## src/rtl/buf_ctrl_pkg.sv

```systemverilog
// buf_ctrl_pkg: shared state and grant encodings for the buffer access controller.
package buf_ctrl_pkg;

  // Read-job sequencer states
  typedef enum logic [1:0] {
    ST_IDLE  = 2'b00,
    ST_RUN   = 2'b01,
    ST_DRAIN = 2'b10
  } state_e;

  // Which requester the arbiter granted on its last contended cycle
  typedef enum logic {
    GNT_RD = 1'b0,
    GNT_WR = 1'b1
  } grant_e;

  // Starting from "read" makes the first contended cycle go to the loader
  localparam grant_e LAST_GRANT_RST = GNT_RD;

  // Round-robin choice: the side that did not win last time
  function automatic grant_e other_grant(input grant_e g);
    grant_e r;
    case (g)
      GNT_RD:  r = GNT_WR;
      GNT_WR:  r = GNT_RD;
      default: r = GNT_WR;
    endcase
    return r;
  endfunction

endpackage

```

## src/rtl/buf_access_ctrl_rr_arb2.sv

```systemverilog
// rr_arb2: two-requester (write/read) round-robin arbiter.
// Uncontended requests win outright; contended cycles alternate using last_grant.
module rr_arb2
  import buf_ctrl_pkg::*;
(
  input  logic i_clk,
  input  logic i_rst,
  input  logic i_req_wr,
  input  logic i_req_rd,
  output logic o_gnt_wr,
  output logic o_gnt_rd
);

  grant_e r_last_grant;
  grant_e w_pick;
  logic   w_contend;

  assign w_contend = i_req_wr & i_req_rd;
  assign w_pick    = other_grant(r_last_grant);

  // Grant decode; both grants are held low while reset is asserted
  always_comb begin
    o_gnt_wr = 1'b0;
    o_gnt_rd = 1'b0;
    if (i_rst) begin
      o_gnt_wr = 1'b0;
      o_gnt_rd = 1'b0;
    end else begin
      case ({i_req_wr, i_req_rd})
        2'b10: o_gnt_wr = 1'b1;
        2'b01: o_gnt_rd = 1'b1;
        2'b11: begin
          if (w_pick == GNT_WR) begin
            o_gnt_wr = 1'b1;
          end else begin
            o_gnt_rd = 1'b1;
          end
        end
        default: begin
          o_gnt_wr = 1'b0;
          o_gnt_rd = 1'b0;
        end
      endcase
    end
  end

  // Remember the winner of each contended cycle only
  always_ff @(posedge i_clk) begin
    if (i_rst) begin
      r_last_grant <= LAST_GRANT_RST;
    end else if (w_contend) begin
      r_last_grant <= w_pick;
    end
  end

endmodule

```

## src/rtl/buf_access_ctrl.sv

```systemverilog
// buf_access_ctrl: shares one RAM between a loader write port and a sequential
// read job (base/length) feeding a valid/ready consumer. Reads use the RAM's
// registered output directly, so a word stays on rd_data until the next read.
module buf_access_ctrl
  import buf_ctrl_pkg::*;
#(
  parameter int DW       = 8,
  parameter int ADDR_DW  = 4,
  parameter int RAM_SIZE = 2**ADDR_DW
) (
  input  logic               clk,
  input  logic               rst,
  input  logic               wr_valid,
  output logic               wr_ready,
  input  logic [ADDR_DW-1:0] wr_addr,
  input  logic [DW-1:0]      wr_data,
  input  logic               start,
  input  logic [ADDR_DW-1:0] rd_base,
  input  logic [ADDR_DW:0]   rd_len,
  output logic               busy,
  output logic               done,
  output logic               rd_valid,
  input  logic               rd_ready,
  output logic [DW-1:0]      rd_data,
  output logic               ram_WRenable,
  output logic               ram_RAenable,
  output logic [DW-1:0]      ram_din,
  output logic [ADDR_DW-1:0] ram_addr_w,
  output logic [ADDR_DW-1:0] ram_addr_r,
  input  logic [DW-1:0]      ram_dout
);

  localparam logic [ADDR_DW:0] RAM_SIZE_W = (ADDR_DW+1)'(RAM_SIZE);
  localparam logic [ADDR_DW:0] CNT_ONE    = (ADDR_DW+1)'(1);
  localparam logic [ADDR_DW:0] CNT_ZERO   = (ADDR_DW+1)'(0);

  state_e             r_state;
  logic [ADDR_DW-1:0] r_base_q;
  logic [ADDR_DW:0]   r_len_q;
  logic [ADDR_DW:0]   r_issued;
  logic               r_rd_valid;

  logic               w_rd_issuable;
  logic               w_gnt_wr;
  logic               w_gnt_rd;
  logic               w_drain_done;
  logic [ADDR_DW:0]   w_addr_sum;
  logic [ADDR_DW-1:0] w_addr_rd;

  // A read may go out only while the job has words left and the output slot
  // is empty or being emptied this cycle (keeps rd_data stable under stall)
  assign w_rd_issuable = (r_state == ST_RUN) && (r_issued < r_len_q) &&
                         (!r_rd_valid || rd_ready);

  // The job ends once the last word has left the output slot
  assign w_drain_done  = (r_state == ST_DRAIN) && (!r_rd_valid || rd_ready);

  rr_arb2 u_arb (
    .i_clk    (clk),
    .i_rst    (rst),
    .i_req_wr (wr_valid),
    .i_req_rd (w_rd_issuable),
    .o_gnt_wr (w_gnt_wr),
    .o_gnt_rd (w_gnt_rd)
  );

  // base + issued never exceeds 2*RAM_SIZE-2, so one conditional subtract wraps it
  assign w_addr_sum = {1'b0, r_base_q} + r_issued;

  // Wrap the read address into the RAM depth
  always_comb begin
    w_addr_rd = ADDR_DW'(w_addr_sum);
    if (w_addr_sum >= RAM_SIZE_W) begin
      w_addr_rd = ADDR_DW'(w_addr_sum - RAM_SIZE_W);
    end else begin
      w_addr_rd = ADDR_DW'(w_addr_sum);
    end
  end

  assign wr_ready     = w_gnt_wr;
  assign ram_WRenable = w_gnt_wr;
  assign ram_addr_w   = wr_addr;
  assign ram_din      = wr_data;
  assign ram_RAenable = w_gnt_rd;
  assign ram_addr_r   = w_addr_rd;
  assign rd_data      = ram_dout;
  assign rd_valid     = r_rd_valid;
  assign busy         = (r_state != ST_IDLE);
  // done is decoded so it lines up with the final handshake; never during reset
  assign done         = w_drain_done & ~rst;

  // Job sequencer: latch the job on start, count issued reads, drain, finish
  always_ff @(posedge clk) begin
    if (rst) begin
      r_state  <= ST_IDLE;
      r_base_q <= {ADDR_DW{1'b0}};
      r_len_q  <= CNT_ZERO;
      r_issued <= CNT_ZERO;
    end else begin
      case (r_state)
        ST_IDLE: begin
          if (start) begin
            r_base_q <= rd_base;
            r_len_q  <= rd_len;
            r_issued <= CNT_ZERO;
            r_state  <= ST_RUN;
          end
        end
        ST_RUN: begin
          if (w_gnt_rd) begin
            r_issued <= r_issued + CNT_ONE;
          end
          if (r_issued == r_len_q) begin
            r_state <= ST_DRAIN;
          end
        end
        ST_DRAIN: begin
          if (w_drain_done) begin
            r_state <= ST_IDLE;
          end
        end
        default: begin
          r_state <= ST_IDLE;
        end
      endcase
    end
  end

  // Output slot: filled the cycle after a read, emptied by a bare handshake
  always_ff @(posedge clk) begin
    if (rst) begin
      r_rd_valid <= 1'b0;
    end else if (w_gnt_rd) begin
      r_rd_valid <= 1'b1;
    end else if (r_rd_valid && rd_ready) begin
      r_rd_valid <= 1'b0;
    end
  end

endmodule

```

## config.mk

```make
export PLATFORM = sky130hd
export DESIGN_NAME = buf_access_ctrl
export DESIGN_NICKNAME = d
export VERILOG_FILES = /design/src/rtl/buf_ctrl_pkg.sv /design/src/rtl/buf_access_ctrl_rr_arb2.sv /design/src/rtl/buf_access_ctrl.sv
export SDC_FILE = /design/constraint.sdc
export NUM_CORES = 1
export LEC_CHECK = 0
export ABC_AREA = 1
export CAP_MARGIN = 0
export CORE_UTILIZATION = 35
export CTS_BUF_LIST = sky130_fd_sc_hd__clkbuf_16
export CTS_CLUSTER_SIZE = 20
export DETAILED_ROUTE_END_ITERATION = 8
export HOLD_SLACK_MARGIN = 0.03
export PLACE_DENSITY = 0.85
export SETUP_SLACK_MARGIN = 0.15
export SYNTH_ARGS = -nofsm -noshare
export SYNTH_HDL_FRONTEND = slang
export SYNTH_HIERARCHICAL = 1
export SYNTH_SLANG_ARGS = --single-unit
```

## constraint.sdc

```tcl
create_clock -name clk -period 1.8 [get_ports clk]
set_input_delay 0.27 -clock clk [delete_from_list [all_inputs] [get_ports clk]]
set_output_delay 0.27 -clock clk [all_outputs]
set_load 0.005 [all_outputs]
```

# Word level (Yosys, flattened, before mapping)
# Index checks and enable logic that the tools add are counted.
[totals]
register_bits = 18
latchBits = 0
ramBits = 0
romBits = 0
inputBits = 34
output_inout_bits = 30
wordCells = 55
n_memories = 0
[op_classes]
n_addsub = 3
mul = 0
div = 0
n_lt_le_gt_ge = 2
eq_ne = 10
n_shift = 0
mux = 17
bitwise = 4
n_reduce_logical = 13
[ops]
columns = ["op", "n"]
rows = [
  ["two-way mux 5 bit", 2],
  ["case mux 5 bit (2 select lines)", 1],
  ["equality test 2 bit (second input constant)", 3],
  ["two-way mux 1 bit", 6],
  ["two-way mux 2 bit", 3],
  ["inequality test 2 bit (second input constant)", 3],
  ["case mux 1 bit (2 select lines)", 3],
  ["case mux 2 bit (3 select lines)", 1],
  ["AND reduction 3 bit", 2],
  ["nonzero test 2 bit", 3],
  ["adder 4 x 5 -> 5 bit", 1],
  ["adder 5 x 1 -> 5 bit (second input constant)", 1],
  ["equality test 5 bit", 1],
  [">= comparator 5 bit (second input constant)", 1],
  ["less-than comparator 5 bit", 1],
  ["equality test 2 x 1 -> 1 bit (second input constant)", 2],
  ["logical AND 1 bit", 4],
  ["two-way mux 4 bit", 1],
  ["subtractor 4 x 1 -> 4 bit (second input constant)", 1],
  ["bitwise AND 1 bit", 2],
  ["logical NOT 2 bit", 1],
  ["inequality test 2 x 1 -> 1 bit (second input constant)", 1],
  ["NOT 1 bit", 2],
  ["AND reduction 2 bit", 1],
  ["other kinds (2)", 2],
]

# Depth between registers and ports, before layout
# Gate-level depths: netlist of the first run.
[depth]
ltp_word = 8
mapped_depth = 13
ltp_nobuf = 13

# Modules after synthesis
# The synthesis of the first run kept the hierarchy.
[by_module_without_submodules]
columns = ["module", "instances", "cells_each", "area_per_inst_um2", "seq_area_each_um2"]
rows = [
  ["buf_access_ctrl", 1, 143, 1109.8, 340.3],
  ["rr_arb2", 1, 11, 62.6, 20.0],
]

# Worst setup path after synthesis of the first run
# Ideal clock, no wire load.
[synth_timing]
path_type = "reg-to-reg"
startpoint = "register r_len_q[4]"
endpoint = "register r_issued[2]"
setup_ns = 0.066
t_arrival_ns = 1.798
required_ns = 1.734
setup_slack_ns = -0.064
path_stages_with_launch = 12
path_buffers = 0
period_less_slack_ns = 1.864
path_cell_list = "dfxtp_1 inv_1 ha_1 a211oi_1 nand2_1 nor2_1 nand2_1 a21oi_1 nand2_2 nand2_4 nand3b_1 a21boi_2"
[synth_via]
elab_chain_cells = 8
word_cells_on_any_way = 9
cone_classes = "1 x order compare; 3 x eq/ne; 2 x mux; 3 x reduce/logical"
[synth_rtl]
columns = ["element", "line", "text"]
rows = [
  ["start: declaration", "buf_access_ctrl.sv:39", "logic [ADDR_DW:0] r_len_q;"],
  ["start signal: assignment", "buf_access_ctrl.sv:104", "r_len_q <= rd_len;"],
  ["less-than comparator 5 bit *", "buf_access_ctrl.sv:52", "assign w_rd_issuable = (r_state == ST_RUN) && (r_issued < r_len_q) &&"],
  ["logical AND 1 bit * (2 in a row)", "buf_access_ctrl.sv:52", ""],
  ["net w_rd_issuable", "buf_access_ctrl.sv:43", "logic w_rd_issuable;"],
  ["equality test 2 bit / equality test 2 x 1 -> 1 bit (equally long branches)", "buf_access_ctrl_rr_arb2.sv:29", "case ({i_req_wr, i_req_rd})"],
  ["case mux 1 bit (2 select lines) *", "buf_access_ctrl_rr_arb2.sv:29", ""],
  ["two-way mux 1 bit *", "buf_access_ctrl_rr_arb2.sv:25", "if (i_rst) begin"],
  ["net ram_RAenable", "buf_access_ctrl.sv:26", "output logic ram_RAenable,"],
  ["inequality test 2 bit (no line) *", "n/a", ""],
  ["AND reduction 3 bit (no line) *", "n/a", ""],
  ["end signal: assignment", "buf_access_ctrl.sv:111", "r_issued <= r_issued + CNT_ONE;"],
  ["end: declaration", "buf_access_ctrl.sv:40", "logic [ADDR_DW:0] r_issued;"],
]
# The timed path passes the listed nets; every way through them passes the cells marked *.
# A chain may end at the register's enable or synchronous reset.

# Worst setup path after layout of the first run
[layout_timing]
startpoint = "register r_len_q[4]"
endpoint = "output port ram_WRenable"
[layout_via]
elab_chain_cells = 6
word_cells_on_any_way = 7
cone_classes = "1 x order compare; 2 x eq/ne; 2 x mux; 2 x reduce/logical"
[layout_rtl]
columns = ["element", "line", "text"]
rows = [
  ["less-than comparator 5 bit *", "buf_access_ctrl.sv:52", ""],
  ["logical AND 1 bit * (2 in a row)", "buf_access_ctrl.sv:52", ""],
  ["net w_rd_issuable", "buf_access_ctrl.sv:43", ""],
  ["equality test 2 bit", "buf_access_ctrl_rr_arb2.sv:29", ""],
  ["case mux 1 bit (2 select lines) *", "buf_access_ctrl_rr_arb2.sv:29", ""],
  ["two-way mux 1 bit *", "buf_access_ctrl_rr_arb2.sv:25", ""],
  ["end: declaration", "buf_access_ctrl.sv:25", "output logic ram_WRenable,"],
]
# Marked as above.

==> flow_summary.yaml, run 1 <==
finish:
  stdcell_count: 226
  syn_to_final_growth_pct: 46.2
  most-common-layout-cells: "buf_4, clkdlybuf4s50_1, nor2_1"
  utilization_pct: 55.2
  finalInstanceArea_um2: 1710
  n_antenna_cell: 0
  nNetsFinal: 227
  final_common_cell: "buf_4"
  drive_gt1_share_pct: 45.1
clocking:
  cts.sinks: 18
  cts_max_level: 1
  path_clk_slew_ns: 0.05
  cts.hold.buffers_added: 0
  clock_latency_ns: 0.25
  cts-root-buf: "clkbuf_16"
  cts_inserted_buffers: 3
  cts_tree: "done"
  clockBufferDepth: 2
synthesis:
  yosysTopAreaCell: "dfxtp_1"
  async_reset_ff_share_pct: 0
  synth_warnings: 6
  synth_compound_area_share_pct: 13.7
  synth-xor-area-share_pct: 2.24
  syn_avg_cell_area_um2: 7.61
  synth_top_family_by_area: "simple AND/OR/NAND/NOR gates"
  seq_area_frac_synth_pct: 30.7
  synthAdderAreaFrac_pct: 11.3
  synth-seq-cells: 18
  syn-instance-count: 154
  synth_top_cell_area_share_pct: 30.7
  ys_types: 25
  syn-num-nets: 198
  yosys-top-cells-area: "dfxtp_1, buf_4, ha_1"
  synth_simple_gate_area_share_pct: 21.1
  synth-edff-count: 0
  syn_area_um2: 1170
  ys.flop_type: "dfxtp_1"
  synthMuxAreaShare_pct: 0
critical_path:
  startpoint_type: "flip-flop"
  timing.rr.start: "r_len_q[4]$_SDFFE_PP0P_"
  path_max_fanout: 3
  crit_start: "r_len_q[4]$_SDFFE_PP0P_"
  worstPathRequired_ns: 1.53
  reg2regPathDepth: 13
  crit_arrival_ns: 1.63
  path_class: "reg -> out"
  worstSetupEndpointType: "primary output"
  ff2ff_setup_slack_ns: -0.07
sta:
  fmax_mhz: 527
  fin_worst_skew_ns: 0.00213
  fin_crit_ns: 1.90
  relSlewSlack_pct: 79.3
  max_slew.worst_pin.slew_ns: 0.310
  worst_slack_ns: -0.0967
  fin_setup_tns_ns: -0.446
  hold_viol_final: 0
  slew_violations: 0
  timing.final.crit_share_pct: 105
  rsz0062_at_grt: "yes"
  setup_viol: 7
placement:
  hpwl_um: 1670
  place_congestion: 0.782
  postPlaceCellArea_um2: 1430
  dpl.cell_count: 214
  numPortBuffers: 23
outcome:
  violations: "setup timing"
  outcome: "finished with violations"
route:
  dr.max_layer_used: "met4"
  drt_iter0_markers: 16
  drcViolationCount: 0
  wl_met3_um: 122
  dr.pass1.iters: 4
  drt-total-wl_um: 2830
  routed_via_density: 4.72
  drtAntennaViolNets: 0
  vias: 1067
  wl_per_cell_um: 12.5
  wirelength_met1_um: 1250
  routed-wl-met2_um: 1410
grt:
  grt_max_degree: 19
  grt_pass1_wl_um: 4350
  grt_usage_pct: 16.5
  grt_overflow: 0
  antenna_found_initial: 0
  grt_pass1_vias: 991
hold_path:
  hp-class: "reg -> reg"
  hold_depth: 2
  hold_start: "r_len_q[0]$_SDFFE_PP0P_"
floorplan:
  ios: 64
  initial_utilization_pct: 37.8
  row_count: 20
  die-area_um2: 3590
  core_um2: 3100
  fp.dieH_um: 59.9
  die_w_um: 59.9
power:
  ir_worst_vdd_mv: 0.493
  p_leak_nw: 0.733
  power.density_nw_per_um2: 720
run:
  cap_violations: 0
-- flip-flops by register name, summed over array words and instances, names as in the netlist --
name and cells:
r_issued 5, r_len_q 5, u_arb/r_last_grant 1, r_base_q 4, r_state 2, rd_valid 1
-- final cells by class --
type / count / area, um2
clock inverter: 1 / 3.75
multi-input combinational: 95 / 743
inverter: 19 / 71.3
tap: 44 / 55.1
sequential: 18 / 373
timing repair buffer: 46 / 393
fill: 272 / 1390
clock buffer: 3 / 75.1
-- final timing paths --
path                                    to
setup / recovery              ram_WRenable
hold / removal     r_len_q[0]$_SDFFE_PP0P_
setup reg to reg  r_issued[3]$_SDFFE_PP0P_
hold reg to reg    r_len_q[0]$_SDFFE_PP0P_
-- cells by family after synthesis --
family	count (synthesis)
AO/OA/AOI/OAI	30
XOR/XNOR	3
adder cells (fa/ha/maj)	10
buffers and inverters	42
flip-flops	18
AND/OR/NAND/NOR	51
-- through the flow --
| stage | setup WS (ns) | hold WS, ns | total power, W |
|---|---|---|---|
| 2_1_floorplan | 0.120 | 0.339 | 0.000636 |
| 3_3_place_gp | -0.374 | 0.477 | 0.000720 |
| 3_5_place_dp | -0.388 | 0.486 | 0.000725 |
| 4_1_cts | -0.0533 | 0.498 | 0.00119 |
| 5_1_grt | -0.214 | 0.534 | 0.00129 |
| 6_report | -0.0967 | 0.494 | 0.00123 |
-- layer usage --
layer,vias to the layer above,track usage (%)
li1,539,-
met1,500,21.6
met2,23,26.0
met3,5,3.90
met4,0,6.64
met5,-,0
-- Yosys cell counts (all sizes together) (2+ instances only) --
cell / instances
inv: 19
a21oi: 16
dfxtp: 18
buf: 22
nand2: 20
o21ai: 11
xnor2: 3
nor2: 20
nor3: 2
ha: 9
nand3: 6
-- critical path, cell delays in order, from the launching register on --
cell and delay [ns]:
dfxtp_2 0.32, inv_2 0.05, ha_4 0.28, nand4_1 0.14
o22ai_2 0.15, nor2_2 0.06, buf_6 0.12, a21oi_4 0.13
buf_2 0.13
-- power by group --
part / total, W / switching (W) / internal (W) / leakage, nW
Combinational: 0.000340 / 0.000163 / 0.000177 / 0.543
Sequential: 0.000447 / 0.0000198 / 0.000427 / 0.151
Clock: 0.000448 / 0.000152 / 0.000295 / 0.0385
Total: 0.00123 / 0.000335 / 0.000899 / 0.733
-- repair_timing --
action | 4_1_cts | 5_1_grt
cloned | 1 | 0
resized for setup | 55 | 20
pin swaps | 16 | 16
hold endpoints to repair | 0 | 0
buffers inserted | 5 | 2
endpoints found under the setup margin | 12 | 13
Note: power is estimated with default switching activity, not from simulation.
==> run 2, diff against run 1 <==
--- a/config.mk
+++ b/config.mk
@@ -7,12 +7,14 @@
 export LEC_CHECK = 0
 export ABC_AREA = 1
 export CAP_MARGIN = 0
-export CORE_UTILIZATION = 35
+export CELL_PAD_IN_SITES_DETAIL_PLACEMENT = 1
+export CELL_PAD_IN_SITES_GLOBAL_PLACEMENT = 1
+export CORE_UTILIZATION = 24
 export CTS_BUF_LIST = sky130_fd_sc_hd__clkbuf_16
 export CTS_CLUSTER_SIZE = 20
 export DETAILED_ROUTE_END_ITERATION = 8
 export HOLD_SLACK_MARGIN = 0.03
-export PLACE_DENSITY = 0.85
+export PLACE_DENSITY = 0.86
 export SETUP_SLACK_MARGIN = 0.15
 export SYNTH_ARGS = -nofsm -noshare
 export SYNTH_HDL_FRONTEND = slang
==> run 2 against run 1 <==
The run still ends with setup timing left; cell count rose by 14%; clock power rose by 2%; sequential share of layout area fell by 1.2 points; clock skew rose by 0.00068 ns; maximum frequency fell by 6.6%; worst setup slack got worse by 0.13 ns; die area rose by 44%; hold slack improved by 0.026 ns; count of clock-buffer cells in the layout did not move; largest power group unchanged.
==> flow_summary.yaml, run 2 (same netlist as run 1, synthesis figures left out) <==
finish:
  n_antenna_cell: 0
  finalInstanceArea_um2: 1850
  final_common_cell: "buf_4"
  most-common-layout-cells: "buf_4, nand2_1, nor2_1, clkdlybuf4s50_1"
  syn_to_final_growth_pct: 58.1
  drive_gt1_share_pct: 51.8
  nNetsFinal: 236
  reg.largest.list: "r_issued (5), r_len_q (5), r_base_q (4)"
sta:
  fin_crit_ns: 2.03
  timing.hold.ws_ns: 0.520
  max_slew.worst_pin.slew_ns: 0.369
  relSlewSlack_pct: 75.4
  fmax_mhz: 492
  hold_viol_final: 0
  setup_viol: 8
  slew_violations: 0
  timing.final.crit_share_pct: 113
  fin_worst_skew_ns: 0.00282
  worst_slack_ns: -0.232
  rsz0062_at_grt: "yes"
placement:
  numPortBuffers: 23
  postPlaceCellArea_um2: 1470
  place_congestion: 0.797
  hpwl_um: 2220
critical_path:
  path_class: "reg -> out"
  worstSetupEndpointType: "primary output"
  startpoint_type: "flip-flop"
  path_max_fanout: 3
  worstPathRequired_ns: 1.53
  crit_arrival_ns: 1.76
clocking:
  clock_latency_ns: 0.25
  cts_inserted_buffers: 3
  clockBufferDepth: 2
  path_clk_slew_ns: 0.06
  cts_tree: "done"
  cts.sinks: 18
  cts_max_level: 1
  cts.hold.buffers_added: 0
  cts-root-buf: "clkbuf_16"
grt:
  grt_max_degree: 19
  grt_pass1_wl_um: 6420
  antenna_found_initial: 0
  grt_overflow: 0
  grt_pass1_vias: 1281
  grt_usage_pct: 16.4
power:
  p_switching_w: 0.000377
  ir_worst_vdd_mv: 0.300
  power.total_w: 0.00130
  p_leak_nw: 0.790
  power.density_nw_per_um2: 702
  power_frac_seq_pct: 34.7
  combPwrFrac_pct: 30.1
  power_frac_clock_pct: 35.2
  intPower_w: 0.000924
  p_sw_share_pct: 29.0
floorplan:
  initial_utilization_pct: 24.8
  die-area_um2: 5170
  ios: 64
  core_um2: 4720
  fp.dieH_um: 71.9
  row_count: 25
  die_w_um: 71.9
route:
  drtAntennaViolNets: 0
  drt_iter0_markers: 46
  drcViolationCount: 0
  drt-total-wl_um: 4040
  routed_via_density: 4.40
  dr.pass1.iters: 3
  wl_per_cell_um: 15.7
  vias: 1134
outcome:
  outcome: "finished with violations"
  violations: "setup timing"
run:
  cap_violations: 0
hold_path:
  hp-class: "reg -> reg"
[run 2: cell types whose count changed in the layout (fill, tap and decap cells not counted), sizes merged]
| cell | delta |
|---|---|
| dlymetal6s2s | +1 |
| clkdlybuf4s50 | -1 |
| buf | +9 |
[run 2: area by class of cell]
class / count / area (um2)
fill: 560 / 2870
multi-input combinational: 95 / 764
timing repair buffer: 55 / 470
sequential: 18 / 382
tap: 67 / 83.8
clock buffer: 3 / 75.1
inverter: 19 / 73.8
clock inverter: 1 / 3.75
[run 2: power by group through the flow]
stage	Clock, W	Sequential (W)	Combinational [W]
detailed placement	0	0.000452	0.000289
CTS	0.000466	0.000450	0.000343
global placement	0	0.000450	0.000277
global route	0.000485	0.000453	0.000423
finish	0.000458	0.000451	0.000392
floorplan	0	0.000449	0.000187
[run 2: path summary, 6_finish.rpt]
| path | slack [ns] | cells after the start | endpoint | startpoint |
|---|---|---|---|---|
| setup / recovery | -0.23 | 8 | ram_WRenable | r_len_q[2]$_SDFFE_PP0P_ |
| hold / removal | 0.52 | 2 | r_base_q[0]$_SDFFE_PP0P_ | r_base_q[0]$_SDFFE_PP0P_ |
| setup reg to reg | -0.13 | 13 | r_issued[3]$_SDFFE_PP0P_ | r_len_q[2]$_SDFFE_PP0P_ |
| hold reg to reg | 0.52 | 2 | r_base_q[0]$_SDFFE_PP0P_ | r_base_q[0]$_SDFFE_PP0P_ |
[run 2: routing by layer]
metal / GRT usage [%] / share of wire, %
met5: 0 / 0
met4: 8.71 / 1.7
met3: 2.92 / 2.9
met2: 30.9 / 54
met1: 17.4 / 42
[run 2: per-stage QoR]
step           util [%]  cells  setup slack (ns)  TNS [ns]
6_report           39.2    258            -0.232     -1.03
5_1_grt            39.2    258            -0.249     -1.47
4_1_cts            37.1    252           -0.0441    -0.101
3_5_place_dp       31.2    239            -0.417     -2.88
3_3_place_gp       31.2    239            -0.378     -2.32
2_1_floorplan         -    154             0.120         0
[run 2: timing repair]
action	in CTS	in global routing
gates cloned	1	0
setup endpoints to repair	12	15
resized for setup	71	18
pin swaps	16	9
setup buffers	8	6
[run 2: critical path, cell delays in order, from the launching register on]
cell     delay [ns]
dfxtp_2        0.33
inv_2          0.05
ha_4           0.29
nand4_1        0.15
o22ai_2        0.19
nor2_2         0.08
buf_4          0.14
a21oi_2        0.14
buf_2          0.14
